`src/rtl/piso_stream_serializer.sv`:
```
// Parallel-in serial-out serializer: valid/ready word input, one-word holding buffer,
// LANES bits per beat, LSB- or MSB-first, gapless streaming between words.
module piso_stream_serializer #(
    parameter int DATA_WIDTH = 16,
    parameter int LANES      = 1,
    parameter bit MSB_FIRST  = 1'b0
) (
    input  logic                  clk,
    input  logic                  reset,
    input  logic [DATA_WIDTH-1:0] din,
    input  logic                  din_valid,
    output logic                  din_ready,
    output logic [LANES-1:0]      dout,
    output logic                  dout_valid,
    output logic                  dout_first,
    output logic                  dout_last,
    output logic                  busy
);

    localparam int BEATS = DATA_WIDTH / LANES;
    localparam int CW    = (BEATS > 1) ? $clog2(BEATS) : 1;
    localparam logic [CW-1:0] LAST_CNT = CW'(BEATS - 1);

    typedef enum logic {IDLE, SHIFT} state_t;

    state_t                state, state_nxt;
    logic [DATA_WIDTH-1:0] sreg, sreg_nxt;
    logic [DATA_WIDTH-1:0] hold, hold_nxt;
    logic                  hold_valid, hold_valid_nxt;
    logic [CW-1:0]         cnt, cnt_nxt;
    logic                  accept;
    logic                  last_beat;
    logic [DATA_WIDTH-1:0] shifted;

    assign accept    = din_valid && !hold_valid;
    assign last_beat = (cnt == LAST_CNT);
    // The output end is the low bits for LSB-first, the high bits for MSB-first.
    assign shifted   = MSB_FIRST ? (sreg << LANES) : (sreg >> LANES);

    always_ff @(posedge clk or posedge reset) begin
        if (reset) begin
            state      <= IDLE;
            sreg       <= '0;
            hold       <= '0;
            hold_valid <= 1'b0;
            cnt        <= '0;
        end else begin
            state      <= state_nxt;
            sreg       <= sreg_nxt;
            hold       <= hold_nxt;
            hold_valid <= hold_valid_nxt;
            cnt        <= cnt_nxt;
        end
    end

    always_comb begin
        state_nxt      = state;
        sreg_nxt       = sreg;
        hold_nxt       = hold;
        hold_valid_nxt = hold_valid;
        cnt_nxt        = cnt;
        case (state)
            IDLE: begin
                if (accept) begin
                    sreg_nxt  = din;
                    cnt_nxt   = '0;
                    state_nxt = SHIFT;
                end
            end
            SHIFT: begin
                if (!last_beat) begin
                    sreg_nxt = shifted;
                    cnt_nxt  = cnt + CW'(1);
                    if (accept) begin
                        hold_nxt       = din;
                        hold_valid_nxt = 1'b1;
                    end
                end else if (hold_valid) begin
                    // Buffered word takes priority; din_ready is low so nothing new arrives.
                    sreg_nxt       = hold;
                    cnt_nxt        = '0;
                    hold_valid_nxt = 1'b0;
                end else if (accept) begin
                    sreg_nxt = din;
                    cnt_nxt  = '0;
                end else begin
                    sreg_nxt  = '0;
                    cnt_nxt   = '0;
                    state_nxt = IDLE;
                end
            end
            default: state_nxt = IDLE;
        endcase
    end

    always_comb begin
        busy       = (state == SHIFT);
        dout_valid = busy;
        dout_first = busy && (cnt == '0);
        dout_last  = busy && last_beat;
        din_ready  = !hold_valid;
        dout       = '0;
        if (busy) begin
            dout = MSB_FIRST ? sreg[DATA_WIDTH-1 -: LANES] : sreg[LANES-1:0];
        end
    end

endmodule
```
`config.mk`:
```
export PLATFORM = sky130hd
export DESIGN_NAME = piso_stream_serializer
export DESIGN_NICKNAME = d
export VERILOG_FILES = /design/src/rtl/piso_stream_serializer.sv
export SDC_FILE = /design/constraint.sdc
export NUM_CORES = 1
export LEC_CHECK = 0
export ABC_CLOCK_PERIOD_IN_PS = 2300
export CAP_MARGIN = 10
export CORE_MARGIN = 2
export CORE_UTILIZATION = 40
export DETAILED_ROUTE_END_ITERATION = 8
export SLEW_MARGIN = 20
export SYNTH_ARGS = -nofsm -noshare
export SYNTH_HDL_FRONTEND = slang
export SYNTH_SLANG_ARGS = --single-unit
export TNS_END_PERCENT = 10
```
`constraint.sdc`:
```
create_clock -name clk -period 2.3 [get_ports clk]
set_input_delay 0.23 -clock clk [delete_from_list [all_inputs] [get_ports clk]]
set_output_delay 0.23 -clock clk [all_outputs]
set_load 0.01 [all_outputs]
```
; ---- After elaboration in Yosys (flattened, before gate mapping)
; Index checks and enable logic that the tools add are counted.
[op_classes]
reduce_logical = 8
n_addsub = 1
bitwise = 2
muxes = 15
eq_ne = 2
[ops]
columns = operator, count
row1 = 16-bit two-way mux, 4
row2 = 16-bit one-hot mux with 2 select lines, 1
row3 = 4-bit two-way mux, 2
row4 = 4-bit one-hot mux with 2 select lines, 1
row5 = 1-bit two-way mux, 6
row6 = "4-bit by 1-bit adder with 4-bit output, second input constant", 1
row7 = "4-bit == test, second input constant", 1
row8 = 4-bit zero test, 1
row9 = 1-bit logical AND, 3
row10 = 3-bit AND reduction, 1
row11 = "2-bit inequality test, second input constant", 1
row12 = 1-bit inverter, 2
row13 = 1-bit one-hot mux with 2 select lines, 1
row14 = 2-bit AND reduction, 1
row15 = 2-bit nonzero test, 1
row16 = 1-bit zero test, 1
[word_totals]
wordCells = 33
regBits = 38
in_bits = 19
output_inout_bits = 6

; ---- Logic depth before layout (Yosys ltp)
; Gate-level depths: netlist (run 1).
[depth]
word_depth = 6
mapped_depth = 6
depth_no_buf = 4

; ---- Worst setup path before layout (run 1)
; No wires, ideal clock.
[synth_path]
path_kind = register -> register
from = reg cnt[0]
to = reg hold[0]
path_stages_with_launch = 7
t_required_ns = 2.175
arrival_ns = 1.508
setup_time_ns = 0.125
path_buffers = 2
path_slack_ns = 0.667
period_less_slack_ns = 1.633
cell_sequence = dfrtp_1 > ha_1 > nand3_2 > and3_1 > buf_6 > buf_6 > mux2_4
[synth_between]
elab_chain_cells = 3
[synth_rtl]
columns = item, line_no
row1 = "start, declared", 30  ; logic [CW-1:0] cnt, cnt_nxt;
row2 = "start signal, assigned", 52  ; cnt <= cnt_nxt;
row3 = 4-bit == test, 36  ; assign last_beat = (cnt == LAST_CNT);
row4 = 1-bit inverter (no source line), --
row5 = 3-bit AND reduction (no source line), --
row6 = "end signal, assigned", 50  ; hold <= hold_nxt;
row7 = "end, declared", 28  ; logic [DATA_WIDTH-1:0] hold, hold_nxt;
; No other way between the ends.
; A chain may end at the register's enable or synchronous reset.

; ---- Worst setup path after layout (run 1)
[layout_path]
from = reg cnt[0]
to = reg hold[12]
; The elaborated chain is that of the path after synthesis.

==> key figures, run 1 <==
Run status
  • Result of the run: completed

Synthesis
  • Register area share after synthesis: 0.456
  • Count of unique library cells instantiated by Yosys: 31
  • Dominant cells by area after synthesis: dfrtp_1, mux2_4, o32a_1
  • Most frequently used cell type in the post-synthesis netlist: dfrtp_1
  • Post-synth top flop: dfrtp_1
  • Area fraction of the dominant cell type after synthesis: 0.456
  • Cell taking the most area after synthesis: dfrtp_1
  • Netlist Area Pre-Place: 2090 um2
  • Number of warnings printed during yosys synthesis: 0
  • Syn Inst Count: 198
  • Post-Synthesis Mean Instance Area: 10.5 um2
  • Post-Synthesis Net Count: 219
  • Ys async rst share: 1.00
  • Post-synth EDFFs: 0
  • Number of synthesized register bits: 38
  • Most numerous cell types in the synthesized netlist: dfrtp_1, nand2_1, and3_1

Worst setup path
  • Register-to-register setup slack: 130 ps
  • Critical path arrival: 2340 ps
  • Crit path kind: reg2reg
  • Worst reg2reg path depth: 4
  • Maximum fanout along the worst path: 16
  • Startpoint of the worst register-to-register path: cnt[0]$_DFFE_PP0P_
  • Number of cells on the critical path: 4
  • Crit path max-delay family: simple AND/OR/NAND/NOR gates
  • Crit path capture: hold[12]$_DFFE_PP0P_
  • Required time of the worst setup path: 2470 ps
  • Buffers plus inverters on the worst setup path: 0
  • Largest stage delay on the critical path: 810 ps
  • Element type at the critical path start: register
  • Sort of element at the end of the critical path: register
  • First element of the critical path: cnt[0]$_DFFE_PP0P_
  • Critical path's slowest cell: and3_1
  • Chain of cells forming the critical path: ha_1, nand3_2, and3_1, mux2_2
  • End of the worst register-to-register path: hold[12]$_DFFE_PP0P_

CTS
  • Clock slew at reported path FFs: 80 ps
  • CTS root buffer: clkbuf_8
  • Maximum buffer depth of the clock tree: 2
  • Total clock buffers created by CTS: 5
  • Clk sinks: 38
  • TritonCTS clock tree: yes
  • Clk_lat worst skew: 290 ps
  • Number of hold buffers added after cts: 0
  • Number of setup buffers added after CTS: 0
  • Resized Gates After CTS: 0
  • CTS H-tree depth: 2

Power
  • Static power due to leakage: 1.10 nW
  • Worst IR Drop VDD: 0.000546 V
  • Total power per unit cell area: 1190 nW/um2

GRT
  • GRT Total Usage: 0.182
  • Total congestion overflow: 0
  • Largest net degree at the start of global routing: 39
  • Wire length of the first global-routing pass: 8370 um
  • Vias in the first global route: 1,692
  • Number of antenna violations at the first check in global routing: 0

Timing
  • Worst Tran Pin Value: 980 ps
  • Fin. Hold Viols: 0
  • Worst Hold Slack: 348 ps
  • Minimum period implied by the final worst setup slack: 2170 ps
  • Worst clock skew: 9.78 ps
  • Count of final max-slew check failures: 0
  • Accumulated negative setup slack: 0 ps
  • Final setup vio count: 0
  • Peak clock frequency supported by timing: 461 MHz
  • Unrepaired setup endpoints after global routing: no
  • Part of the cycle the worst path needs: 0.944
  • Worst max-slew margin expressed relative to the limit: 0.347

Floorplan
  • Site row count: 26
  • Core Region: 5070 um2
  • Area of the die: 5810 um2
  • Vertical extent of the die: 76.2 um
  • Effective utilization at floorplan: 0.411
  • Chip width: 76.2 um
  • Number of placed I/O pins: 25

Final layout
  • Diodes inserted: 0
  • Share of layout cells above drive strength 1: 0.164
  • Fill cell count: 487
  • Post-layout net count: 241
  • Synth-to-layout area growth: 18.2%

Route
  • Top routing layer in use: met4
  • Routed vias: 1,649
  • Post-Route M1 WL: 2300 um
  • Number of remaining DRC errors: 0
  • Post-detailed-route count of antenna-violating nets: 0
  • Average wire per cell in the routed design: 17.3 um
  • Via density per instance: 5.69
  • Routed length on met3: 179 um
  • Number of violations reported at the end of detailed-routing iteration 0: 142
  • Final wirelength: 5020 um
  • Number of search-and-repair iterations in the first detailed-routing pass: 4
  • Met2 WL: 2450 um

Placed design
  • Last weighted congestion value of the routability-driven placer: 0.772
  • HPWL after detailed placement: 3240 um
  • Number of input and output port buffers inserted: 24

Hold path
  • Class of the worst hold path: in2async

Flow run
  • Number of maximum-capacitance violations: 0
[state kept, by name (all words and copies together), names as in the netlist]
signal      count
hold           16
sreg           16
cnt             4
busy            1
hold_valid      1
[kinds of logic after synthesis]
kind of cell,after synthesis,share of synthesized area
AOI/OAI and AO/OA,54,0.192
adders and majority gates,2,0.0120
buffers and inverters,25,0.0593
DFF,38,0.456
muxes,16,0.104
and+or+nand+nor,63,0.177
[layout make-up]
class	count	area, um2	area share
clock inverter	2	10.0	0.00406
multi-input combinational	135	1010	0.410
clock buffer	5	68.8	0.0279
timing repair buffer	34	315	0.128
inverter	6	22.5	0.00913
tap	70	87.6	0.0355
sequential	38	951	0.385
[stage by stage]
stage,util,area (um2),setup WS (ps),std cells,power (W)
6_report,0.486,2470,129,290,0.00293
5_1_grt,0.486,2470,29.8,290,0.00315
4_1_cts,0.486,2470,107,290,0.00295
3_5_place_dp,0.471,2390,-6.35,283,0.00250
3_3_place_gp,0.471,2390,58.2,283,0.00245
2_1_floorplan,-,2090,667,198,0.00215
[per-layer routing]
layer | GRT usage | vias to the layer above
li1 | - | 766
met1 | 0.244 | 827
met2 | 0.286 | 49
met3 | 0.0367 | 7
met4 | 0.0764 | 0
met5 | 0 | -
[power breakdown]
group | leakage [nW] | switching [W] | internal [W]
Sequential | 0.462 | 0.000210 | 0.000973
Clock | 0.0438 | 0.000239 | 0.000204
Combinational | 0.595 | 0.000572 | 0.000735
Total | 1.10 | 0.00102 | 0.00191
[how the worst min path moves through the flow]
stage                             start                  end  slack (ps)  cells after the start
floorplan                        din[0]  hold[0]$_DFFE_PP0P_         380                      1
global placement    sreg[4]$_DFFE_PP0P_  sreg[4]$_DFFE_PP0P_         470                      1
detailed placement  sreg[6]$_DFFE_PP0P_  sreg[6]$_DFFE_PP0P_         480                      1
CTS                               reset   cnt[2]$_DFFE_PP0P_         370                      3
global route                      reset  hold[2]$_DFFE_PP0P_         400                      3
finish                            reset   cnt[2]$_DFFE_PP0P_         350                      3
[worst min-delay path: cells and delay by family]
kind                   cells  cell delay [ps]
buffers and inverters      3              860
[cell usage in the layout, fill, tap and decap left out]
cell	count
dfrtp_1	38
clkdlybuf4s50_1	24
nand2_1	19
and3_1	17
a21oi_1	16
nand3b_1	15
o21a_1	15
o32a_1	15
mux2_4	10
buf_4	10
inv_1	6
mux2_2	6
clkbuf_8	5
nand3_1	3
nand2b_1	2
a31oi_1	2
ha_1	2
clkinv_2	2
nand4_1	1
nand3_2	1
nand2_2	1
a41oi_1	1
o22ai_1	1
nor2b_4	1
nor2_1	1
a311o_1	1
o21ai_0	1
o31ai_1	1
o211ai_1	1
nor3_1	1
and2_1	1
(Power assumes the default switching activity.)
==> run 2: changes to the inputs <==
CTS_CLUSTER_SIZE = 8   (was default)
==> results of run 2 <==
Final layout, timing and power as in run 1 (identical DEF).
